`src/rtl/sdram_pkg.sv`:
```
// sdram_pkg: address/data widths and the arbiter FSM encoding, shared by the
// SDRAM controller, the host-port arbiter and their benches.
package sdram_pkg;
    localparam int SDRAM_HADDR_W = 25;
    localparam int SDRAM_DATA_W  = 8;
    localparam int ARB_STATE_W   = 2;

    typedef enum logic [ARB_STATE_W-1:0] {
        IDLE      = 2'd0,
        ISSUE     = 2'd1,
        WAIT_BUSY = 2'd2,
        WAIT_DONE = 2'd3
    } arb_state_t;
endpackage

```
`src/rtl/sdram_arb_rr.sv`:
```
// sdram_arb_rr: combinational round-robin picker. The first requesting port
// after i_last_grant wins, wrapping back to port 0 when none is above it.
module sdram_arb_rr #(
    parameter int NUM_PORTS = 4,
    parameter int IW        = $clog2(NUM_PORTS)
) (
    input  logic [NUM_PORTS-1:0] i_req,
    input  logic [IW-1:0]        i_last_grant,
    output logic                 o_valid,
    output logic [IW-1:0]        o_idx
);
    logic [NUM_PORTS-1:0] w_hi;

    always_comb begin
        logic found;
        found   = 1'b0;
        o_valid = |i_req;
        o_idx   = '0;
        for (int i = 0; i < NUM_PORTS; i++)
            w_hi[i] = i_req[i] && (i > int'(i_last_grant));
        // Ports above the last winner take precedence over the wrapped ones.
        for (int i = 0; i < NUM_PORTS; i++)
            if (!found && w_hi[i]) begin
                o_idx = IW'(i);
                found = 1'b1;
            end
        for (int i = 0; i < NUM_PORTS; i++)
            if (!found && i_req[i]) begin
                o_idx = IW'(i);
                found = 1'b1;
            end
    end
endmodule

```
`src/rtl/sdram_arbiter.sv`:
```
// sdram_arbiter: shares the SDRAM controller host port between NUM_PORTS masters.
// Define SDRAM_ARB_WATCHDOG_EN to compile in the TIMEOUT abort watchdog (drives err).
module sdram_arbiter
    import sdram_pkg::*;
#(
    parameter int NUM_PORTS   = 4,
    parameter int HADDR_WIDTH = SDRAM_HADDR_W,
    parameter int TIMEOUT     = 255
) (
    input  logic                               clk,
    input  logic                               rst_n,
    input  logic [NUM_PORTS-1:0]               req,
    input  logic [NUM_PORTS-1:0]               req_we,
    input  logic [NUM_PORTS*HADDR_WIDTH-1:0]   req_addr,
    input  logic [NUM_PORTS*SDRAM_DATA_W-1:0]  req_wdata,
    output logic [NUM_PORTS-1:0]               done,
    output logic [SDRAM_DATA_W-1:0]            rdata,
    output logic                               err,
    output logic [$clog2(NUM_PORTS)-1:0]       grant_id,
    output logic [HADDR_WIDTH-1:0]             sd_wr_addr,
    output logic [HADDR_WIDTH-1:0]             sd_rd_addr,
    output logic [SDRAM_DATA_W-1:0]            sd_wr_data,
    output logic                               sd_wr_enable,
    output logic                               sd_rd_enable,
    input  logic                               sd_ack,
    input  logic                               sd_busy,
    input  logic                               sd_rd_ready,
    input  logic [SDRAM_DATA_W-1:0]            sd_rd_data
);
    localparam int GW = $clog2(NUM_PORTS);
    localparam int DW = SDRAM_DATA_W;

    arb_state_t             r_state, w_state;
    logic [GW-1:0]          r_last, w_last, w_win, w_gid;
    logic                   w_valid, r_we, w_we, w_wr_en, w_rd_en, w_wd_hit;
    logic [HADDR_WIDTH-1:0] r_addr, w_addr;
    logic [DW-1:0]          r_wdata, w_wdata, w_rdata;
    logic [NUM_PORTS-1:0]   w_done;
    logic [HADDR_WIDTH-1:0] w_addr_arr  [NUM_PORTS];
    logic [DW-1:0]          w_wdata_arr [NUM_PORTS];

    for (genvar g = 0; g < NUM_PORTS; g++) begin : g_unpack
        assign w_addr_arr[g]  = req_addr[g*HADDR_WIDTH +: HADDR_WIDTH];
        assign w_wdata_arr[g] = req_wdata[g*DW +: DW];
    end

    sdram_arb_rr #(.NUM_PORTS(NUM_PORTS), .IW(GW)) u_rr (
        .i_req        (req),
        .i_last_grant (r_last),
        .o_valid      (w_valid),
        .o_idx        (w_win)
    );

`ifdef SDRAM_ARB_WATCHDOG_EN
    localparam int WDW = $clog2(TIMEOUT + 1);
    logic [WDW-1:0] r_wd_cnt;
    logic           r_err;

    assign w_wd_hit = (r_state != IDLE) && (r_wd_cnt == WDW'(TIMEOUT - 1));
    assign err      = r_err;

    always_ff @(posedge clk or negedge rst_n) begin
        if (!rst_n) begin
            r_wd_cnt <= '0;
            r_err    <= 1'b0;
        end else begin
            r_err    <= w_wd_hit;
            r_wd_cnt <= (w_state != r_state || r_state == IDLE) ? '0 : r_wd_cnt + 1'b1;
        end
    end
`else
    assign w_wd_hit = 1'b0;
    // Constant 0; the comparison only keeps TIMEOUT referenced in this build.
    assign err      = (TIMEOUT < 0);
`endif

    always_comb begin
        w_state = r_state;
        w_last  = r_last;
        w_gid   = grant_id;
        w_we    = r_we;
        w_addr  = r_addr;
        w_wdata = r_wdata;
        w_rdata = rdata;
        w_wr_en = sd_wr_enable;
        w_rd_en = sd_rd_enable;
        w_done  = '0;
        case (r_state)
            IDLE: if (w_valid) begin
                w_state = ISSUE;
                w_gid   = w_win;
                w_we    = req_we[w_win];
                w_addr  = w_addr_arr[w_win];
                w_wdata = w_wdata_arr[w_win];
                w_wr_en = req_we[w_win];
                w_rd_en = !req_we[w_win];
            end
            // Enable drops in the same update that sees ack, so it never re-issues.
            ISSUE: if (sd_ack) begin
                w_state = WAIT_BUSY;
                w_wr_en = 1'b0;
                w_rd_en = 1'b0;
            end
            WAIT_BUSY: if (sd_busy) w_state = WAIT_DONE;
            WAIT_DONE: begin
                if (sd_rd_ready && !r_we) w_rdata = sd_rd_data;
                if (!sd_busy) begin
                    w_state          = IDLE;
                    w_done[grant_id] = 1'b1;
                    w_last           = grant_id;
                end
            end
        endcase
        if (w_wd_hit) begin
            w_state          = IDLE;
            w_wr_en          = 1'b0;
            w_rd_en          = 1'b0;
            w_rdata          = '0;
            w_done           = '0;
            w_done[grant_id] = 1'b1;
            w_last           = grant_id;
        end
    end

    always_ff @(posedge clk or negedge rst_n) begin
        if (!rst_n) begin
            r_state      <= IDLE;
            r_last       <= GW'(NUM_PORTS - 1);
            grant_id     <= '0;
            r_we         <= 1'b0;
            r_addr       <= '0;
            r_wdata      <= '0;
            rdata        <= '0;
            done         <= '0;
            sd_wr_enable <= 1'b0;
            sd_rd_enable <= 1'b0;
        end else begin
            r_state      <= w_state;
            r_last       <= w_last;
            grant_id     <= w_gid;
            r_we         <= w_we;
            r_addr       <= w_addr;
            r_wdata      <= w_wdata;
            rdata        <= w_rdata;
            done         <= w_done;
            sd_wr_enable <= w_wr_en;
            sd_rd_enable <= w_rd_en;
        end
    end

    assign sd_wr_addr = r_addr;
    assign sd_rd_addr = r_addr;
    assign sd_wr_data = r_wdata;
endmodule
```
`config.mk`:
```
export PLATFORM = sky130hd
export DESIGN_NAME = sdram_arbiter
export DESIGN_NICKNAME = d
export VERILOG_FILES = /design/src/rtl/sdram_pkg.sv /design/src/rtl/sdram_arb_rr.sv /design/src/rtl/sdram_arbiter.sv
export SDC_FILE = /design/constraint.sdc
export NUM_CORES = 1
export LEC_CHECK = 0
export CORE_ASPECT_RATIO = 1.5
export CORE_MARGIN = 2
export CORE_UTILIZATION = 39
export CTS_BUF_LIST = sky130_fd_sc_hd__clkbuf_8
export DETAILED_ROUTE_END_ITERATION = 8
export MAX_ROUTING_LAYER = met4
export PLACE_DENSITY = 0.83
export RECOVER_POWER = 50
export SYNTH_ARGS = -nofsm -noshare
export SYNTH_HDL_FRONTEND = slang
export SYNTH_SLANG_ARGS = --single-unit
```
`constraint.sdc`:
```
create_clock -name clk -period 2.2 [get_ports clk]
set_clock_uncertainty 0.15 [all_clocks]
set_input_delay 0.22 -clock clk [delete_from_list [all_inputs] [get_ports clk]]
set_output_delay 0.22 -clock clk [all_outputs]
set_load 0.01 [all_outputs]
```
==> impl_results.md <==
- Syn Inst Count: 387
- Pwr/cell area: 1130 nW/um2
- Synth area leader: dfrtp_1
- Number of flops mapped to enable cells by yosys: 0
- GR Overflow Total: 0
- Final slew viol count: 0
- Sequential Area: 1350 um2
- Number of global-route vias before repair: 3,886
- Yosys warnings: 0
- Critical Path RT: 2.29 ns
- Maximum clock path buffer count: 2
- Final period util: 97.8%
- Syn Std Cell Area: 3810 um2
- Gp weighted congestion: 0.874
- Mapped Nets: 544
- Min-Delay Path Class: reg2reg
- Die width: 84.7 um
- Crit Path Class: reg2reg
- Met3 wire len: 724 um
- Critical Path Start Type: register
- Post-layout util: 65.2%
- Post-route ant nets: 0
- Detailed router's first-iteration violation count: 184
- DRT Pass-1 Iters: 4
- CTS buffer count: 5
- Main area contributors after synthesis: dfrtp_1, mux2i_1, mux2_2, nand3_1, o211ai_1
- Setup crit end kind: register
- Ratio of cells with drive above 1 in the final layout: 13.7%
- Largest net degree at the start of global routing: 39
- CP peak stage delay: 0.62 ns
- Post-route cell area: 6240 um2
- Post-synth ARST share: 100%
- Worst Tran Pin Value: 1.48 ns
- CTS tree: done
- CP cell instances: mux2i_1 -> o22ai_2 -> a21oi_4 -> buf_12 -> clkbuf_16 -> mux2_2 -> o211ai_1
- Cell leakage power: 2.49 nW
- Slew headroom: 1.06%
- H-tree Lvls: 2
- DR DRC count: 0
- Post-Syn Area per Cell: 9.84 um2
- Synth top area share: 34.2%
- Yosys cell types: 44
- Top routing layer used: met4
- Largest family of logic cells by synthesized area: multiplexers
- Fill cell count: 777
- Status: finished, final reports clean
- Top cells by count, synth: nand3_1, dfrtp_1, nand2_1
- M1 WL: 4680 um
- Arr. time, crit path: 2.24 ns
- Drt total wl: 12,800 um
- Xor/xnor share of the synthesized area: 0%
- Most frequent cell after synthesis: nand3_1
- Die Ht: 125 um
- Worst skew pair latency: 0.31 ns
- Drt wl/cell: 18.1 um
- Synth Area in Adders: 1.31%
- CP delay by family, top: flip-flops
- Compound-cell area share of the yosys netlist: 12.0%
- Rows: 44
- Area grow syn2layout: 63.9%
- Area after DPL: 5980 um2
- Clock transition at path regs: 0.10 ns
- Multi-input gate area: 1980 um2
- Max Clk Rate: 465 MHz
- Max-Cap Viols: 0
- Simple-gate share of the synthesized area: 16.2%
- Antenna violations before repair: 0
- Ant. Diodes: 0
- Sum of negative setup slack: 0 ns
- Total GRT Usage: 23.7%
- Crit path max fanout: 9
- CTS sink cnt: 54
- Final Critical Period: 2.15 ns
- Top_reg_cell synth: dfrtp_1
- Vias: 3,772
- Nets@finish: 748
- Final Hold Fails: 0
- Port bufs: 226
- DIE AREA: 10,600 um2
- CP Buf/Inv Count: 2
- Core Region: 9580 um2
- Clock root buffer: clkbuf_8
- Multiplexer share of the synthesized area: 21.9%
- DR WL met2: 7150 um
- Slowest cell on crit path: dfstp_2
- IO Pins: 228
- Sequential fraction of the synthesis area: 35.5%
- Max IR drop VDD: 667 uV
- Post-DP HPWL: 9500 um
- R2R setup slack: 0.05 ns
- Final setup viols: 0
- First-pass GRT wire length: 19,700 um
- Initial core utilization: 39.8%
- Via density per instance: 5.34
- #FFs+latches synth: 54
-- cells by family (layout without fill, tap and decap cells) --
kind of cell,after synthesis,count (layout)
buffers and inverters,63,268
and+or+nand+nor,133,133
adders and majority gates,4,4
DFF,54,54
muxes,77,77
AOI/OAI and AO/OA,55,55
other,1,1
-- area by class of cell --
type                       instances  share of cell area (%)
clock buffer                       5                    1.10
clock inverter                     3                   0.641
inverter                           8                   0.481
multi-input combinational        270                    31.6
sequential                        54                    21.7
tap                              115                    2.31
timing repair buffer             252                    42.1
-- worst paths after layout --
| check | start | cells past startpoint | to |
|---|---|---|---|
| setup / recovery | r_last[1] | 7 | sd_rd_addr[16] |
| hold / removal | sd_wr_data[7] | 2 | sd_wr_data[7] |
| setup reg to reg | r_last[1] | 7 | sd_rd_addr[16] |
| hold reg to reg | sd_wr_data[7] | 2 | sd_wr_data[7] |
| max in group asynchronous | rst_n | 3 | r_last[0] |
| min in group asynchronous | rst_n | 2 | sd_rd_addr[0] |
-- stage by stage --
| stage | power (mW) | setup slack [ns] | instances | hold WS (ns) |
|---|---|---|---|---|
| 5_1_grt | 7.49 | -0.0348 | 707 | 0.369 |
| 3_3_place_gp | 6.05 | 0.0143 | 691 | 0.117 |
| 6_report | 7.03 | 0.0479 | 707 | 0.356 |
| 3_5_place_dp | 6.21 | -0.113 | 691 | 0.116 |
| 2_1_floorplan | 4.47 | 0.224 | 387 | -0.226 |
| 4_1_cts | 6.89 | 0.0152 | 700 | 0.301 |
-- repair_timing --
item,CTS,global route
endpoints found under the hold margin,23,0
buffers inserted,0,3
gates resized for setup,0,3
hold buffers,1,0
endpoints found under the setup margin,0,29
-- state kept, by name, indices dropped and copies added (netlist names) --
register / count
rdata: 8
sd_wr_enable: 1
r_we: 1
done: 4
r_state: 2
r_last: 2
grant_id: 2
sd_wr_data: 8
sd_rd_enable: 1
sd_rd_addr: 25
-- metal layers --
layer  up-vias  track usage, %
met2       155            42.8
met1      1827            25.8
met5         -               -
met4         0            7.94
li1       1770               -
met3        20            4.22
-- worst min-delay path, stage by stage, from the launching register on --
cell	delay (ns)
dfrtp_1	0.36
nand2_1	0.05
o211ai_1	0.07
-- power by group --
part	switching (mW)	internal [mW]	leakage (nW)
combinational	2.07	2.46	1.77
clock	0.336	0.336	0.0579
sequential	0.354	1.47	0.666
-- cell usage in the layout (no fill, tap or decap), types with 2 or more instances in the layout --
cell	Yosys	layout
mux2_1	9	9
clkbuf_16	0	3
mux2_2	30	30
inv_1	7	7
clkbuf_8	1	5
dlygate4sd3_1	0	30
a211oi_1	2	2
a21o_2	2	2
mux2i_1	35	35
nand3b_1	2	2
buf_12	4	8
clkinv_2	0	2
o211ai_1	36	36
nor2b_1	4	4
buf_4	29	12
ha_1	4	3
nand2_1	49	49
nand3_1	66	66
nor2_1	4	4
mux2_4	3	3
clkdlybuf4s50_1	0	196
dfrtp_1	52	52
a31oi_4	2	2
nand2b_1	4	4
dfstp_2	2	2
Power figures use the tool's default switching activity.
==> RTL edit (same settings) <==
The 4 states of `arb_state_t` get a one-hot encoding in 4 bits.
--- a/src/rtl/sdram_pkg.sv
+++ b/src/rtl/sdram_pkg.sv
@@ -5,11 +5,11 @@
     localparam int SDRAM_DATA_W  = 8;
     localparam int ARB_STATE_W   = 2;
 
-    typedef enum logic [ARB_STATE_W-1:0] {
-        IDLE      = 2'd0,
-        ISSUE     = 2'd1,
-        WAIT_BUSY = 2'd2,
-        WAIT_DONE = 2'd3
+    typedef enum logic [3:0] {
+        IDLE      = 4'b0001,
+        ISSUE     = 4'b0010,
+        WAIT_BUSY = 4'b0100,
+        WAIT_DONE = 4'b1000
     } arb_state_t;
 endpackage
 
Behaviour: no difference found for any inputs over 10 cycles, from zero or initial values and one cycle with rst_n low; not proved beyond that.
==> RTL edit against the unedited design <==
  * Setup slack improved by 0.038 ns
  * Count of clock-buffer cells in the layout increased by 1
  * Highest routed layer unchanged
  * Cell area decreased by 3.4%
  * Sequential cell count increased by 2
  * Total power decreased by 3.1%
  * Largest cell class unchanged
  * Synthesized area decreased by 6.5%
  * Largest power group unchanged
  * Synthesized cell count decreased by 11%
  * Critical endpoint is now sd_rd_addr[17]
  * Routed wire length decreased by 2.0%
==> RTL edit: results (changes against the unedited design) <==
- Filler cell count: 683 (-12%)
- Initial DRC Count: 171 (-7.1%)
- First-pass GRT wire length: 19200 um (-2.6%)
- Syn Inst Count: 345 (-11%)
- Pin count of the biggest net entering global routing: 32 (-18%)
- Status: finished, final reports clean
- Total Routing Usage GR: 26.0% (+2.3 points)
- CP max FO: 11 (+2)
- CP max-delay cell: dfstp_2
- Clock Pin Slew Worst Setup and Hold Paths: 0.10 ns (about the same)
- IO buf count: 226 (unchanged)
- Rel. slew slack: 48.1% (+47 points)
- Final wirelength: 12600 um (-2.0%)
- Post-synth cell types: 38 (-14%)
- Synthesized Nets: 498 (-8.5%)
- Cts hold-fix bufs: 1 (unchanged)
- Post-Layout Cell Count: 666 (-5.8%)
- Placed cells: 657 (-4.9%)
- Sequential fraction of the synthesis area: 39.5% (+3.9 points)
- Hold WC Path Type: input pin to asynchronous set/reset pin
- Worst path top cell family by delay: compound AO/OA/AOI/OAI gates
- Comb. pwr: 4.31 mW (-4.9%)
- Vias in the first global route: 3723 (-4.2%)
- Post-DP HPWL: 9960 um (+4.8%)
- Clk power: 0.581 mW (-14%)
- Ratio of cells with drive above 1 in the final layout: 14.7% (+1.1 points)
- RD Place Congestion: 0.869 (-0.63%)
- Net switching fraction of the power: 38.7% (-0.51 points)
- Drt via density: 5.36 (+0.56%)
- Leakage power: 2.49 nW (-0.16%)
- CP peak stage delay: 0.59 ns (-0.03 ns)
- Synth cell count leaders: dfrtp_1, nor2_1, a211oi_1, and3_1, mux2i_1
- Maximum VDD drop: 577 uV (-14%)
- Net count, final: 708 (-5.3%)
- Dominant cells by area after synthesis: dfrtp_1, a211oi_2, mux2i_1
[RTL edit: changes by cell type after synthesis, sizes merged, moves of 3 or more]
cell	unedited run	this run
o21ai	3	6
inv	8	4
ha	4	0
a21oi	3	6
buf	49	38
o211ai	36	0
nand2	49	8
nand3	66	0
and3	1	36
clkbuf	5	13
a211oi	2	67
mux2	42	9
nor2	5	42
[RTL edit: worst paths after layout]
kind,from,to,slack [ns]
setup / recovery,r_last[1],sd_rd_addr[17],0.09
hold / removal,rst_n,sd_rd_addr[24],0.34
setup reg to reg,r_last[1],sd_rd_addr[17],0.09
hold reg to reg,rdata[1],rdata[1],0.35
max in group asynchronous,rst_n,rdata[2],0.34
min in group clk,rdata[1],rdata[1],0.35
[RTL edit: cell families after synthesis]
logic type	share of synthesized area, %
other cells	0.105
compound gates	22.6
mux	12.7
buf+inv	9.84
simple gates	15.3
flops	39.5
[RTL edit: final cells by class]
type                       count  area (um^2)  share of cell area (%)
timing repair buffer         254         2570                    42.7
multi-input combinational    234         1810                    30.0
sequential                    56         1410                    23.3
tap                          110          138                    2.28
clock buffer                   6         82.6                    1.37
inverter                       4         15.0                   0.249
clock inverter                 2         7.51                   0.125
[RTL edit: stage by stage]
stage                     setup WS, ns  area [um^2]  power [mW]  setup TNS [ns]  hold slack [ns]
after floorplan                  0.155         3560        4.32               0           -0.226
after global placement         -0.0924         5950        6.24          -0.869            0.142
after detailed placement        -0.186         5950        6.38           -4.25            0.141
after CTS                      0.00723         6050        6.98               0            0.342
after global routing         -0.000581         6030        7.27       -0.000581            0.356
final                           0.0857         6030        6.81               0            0.338
[RTL edit: routing by layer]
layer,vias up,global-route usage (%),part of all wire [%]
li1,1670,-,-
met1,1726,28.5,37
met2,147,45.6,54
met3,30,4.84,6.2
met4,0,9.90,3.1
met5,-,-,0
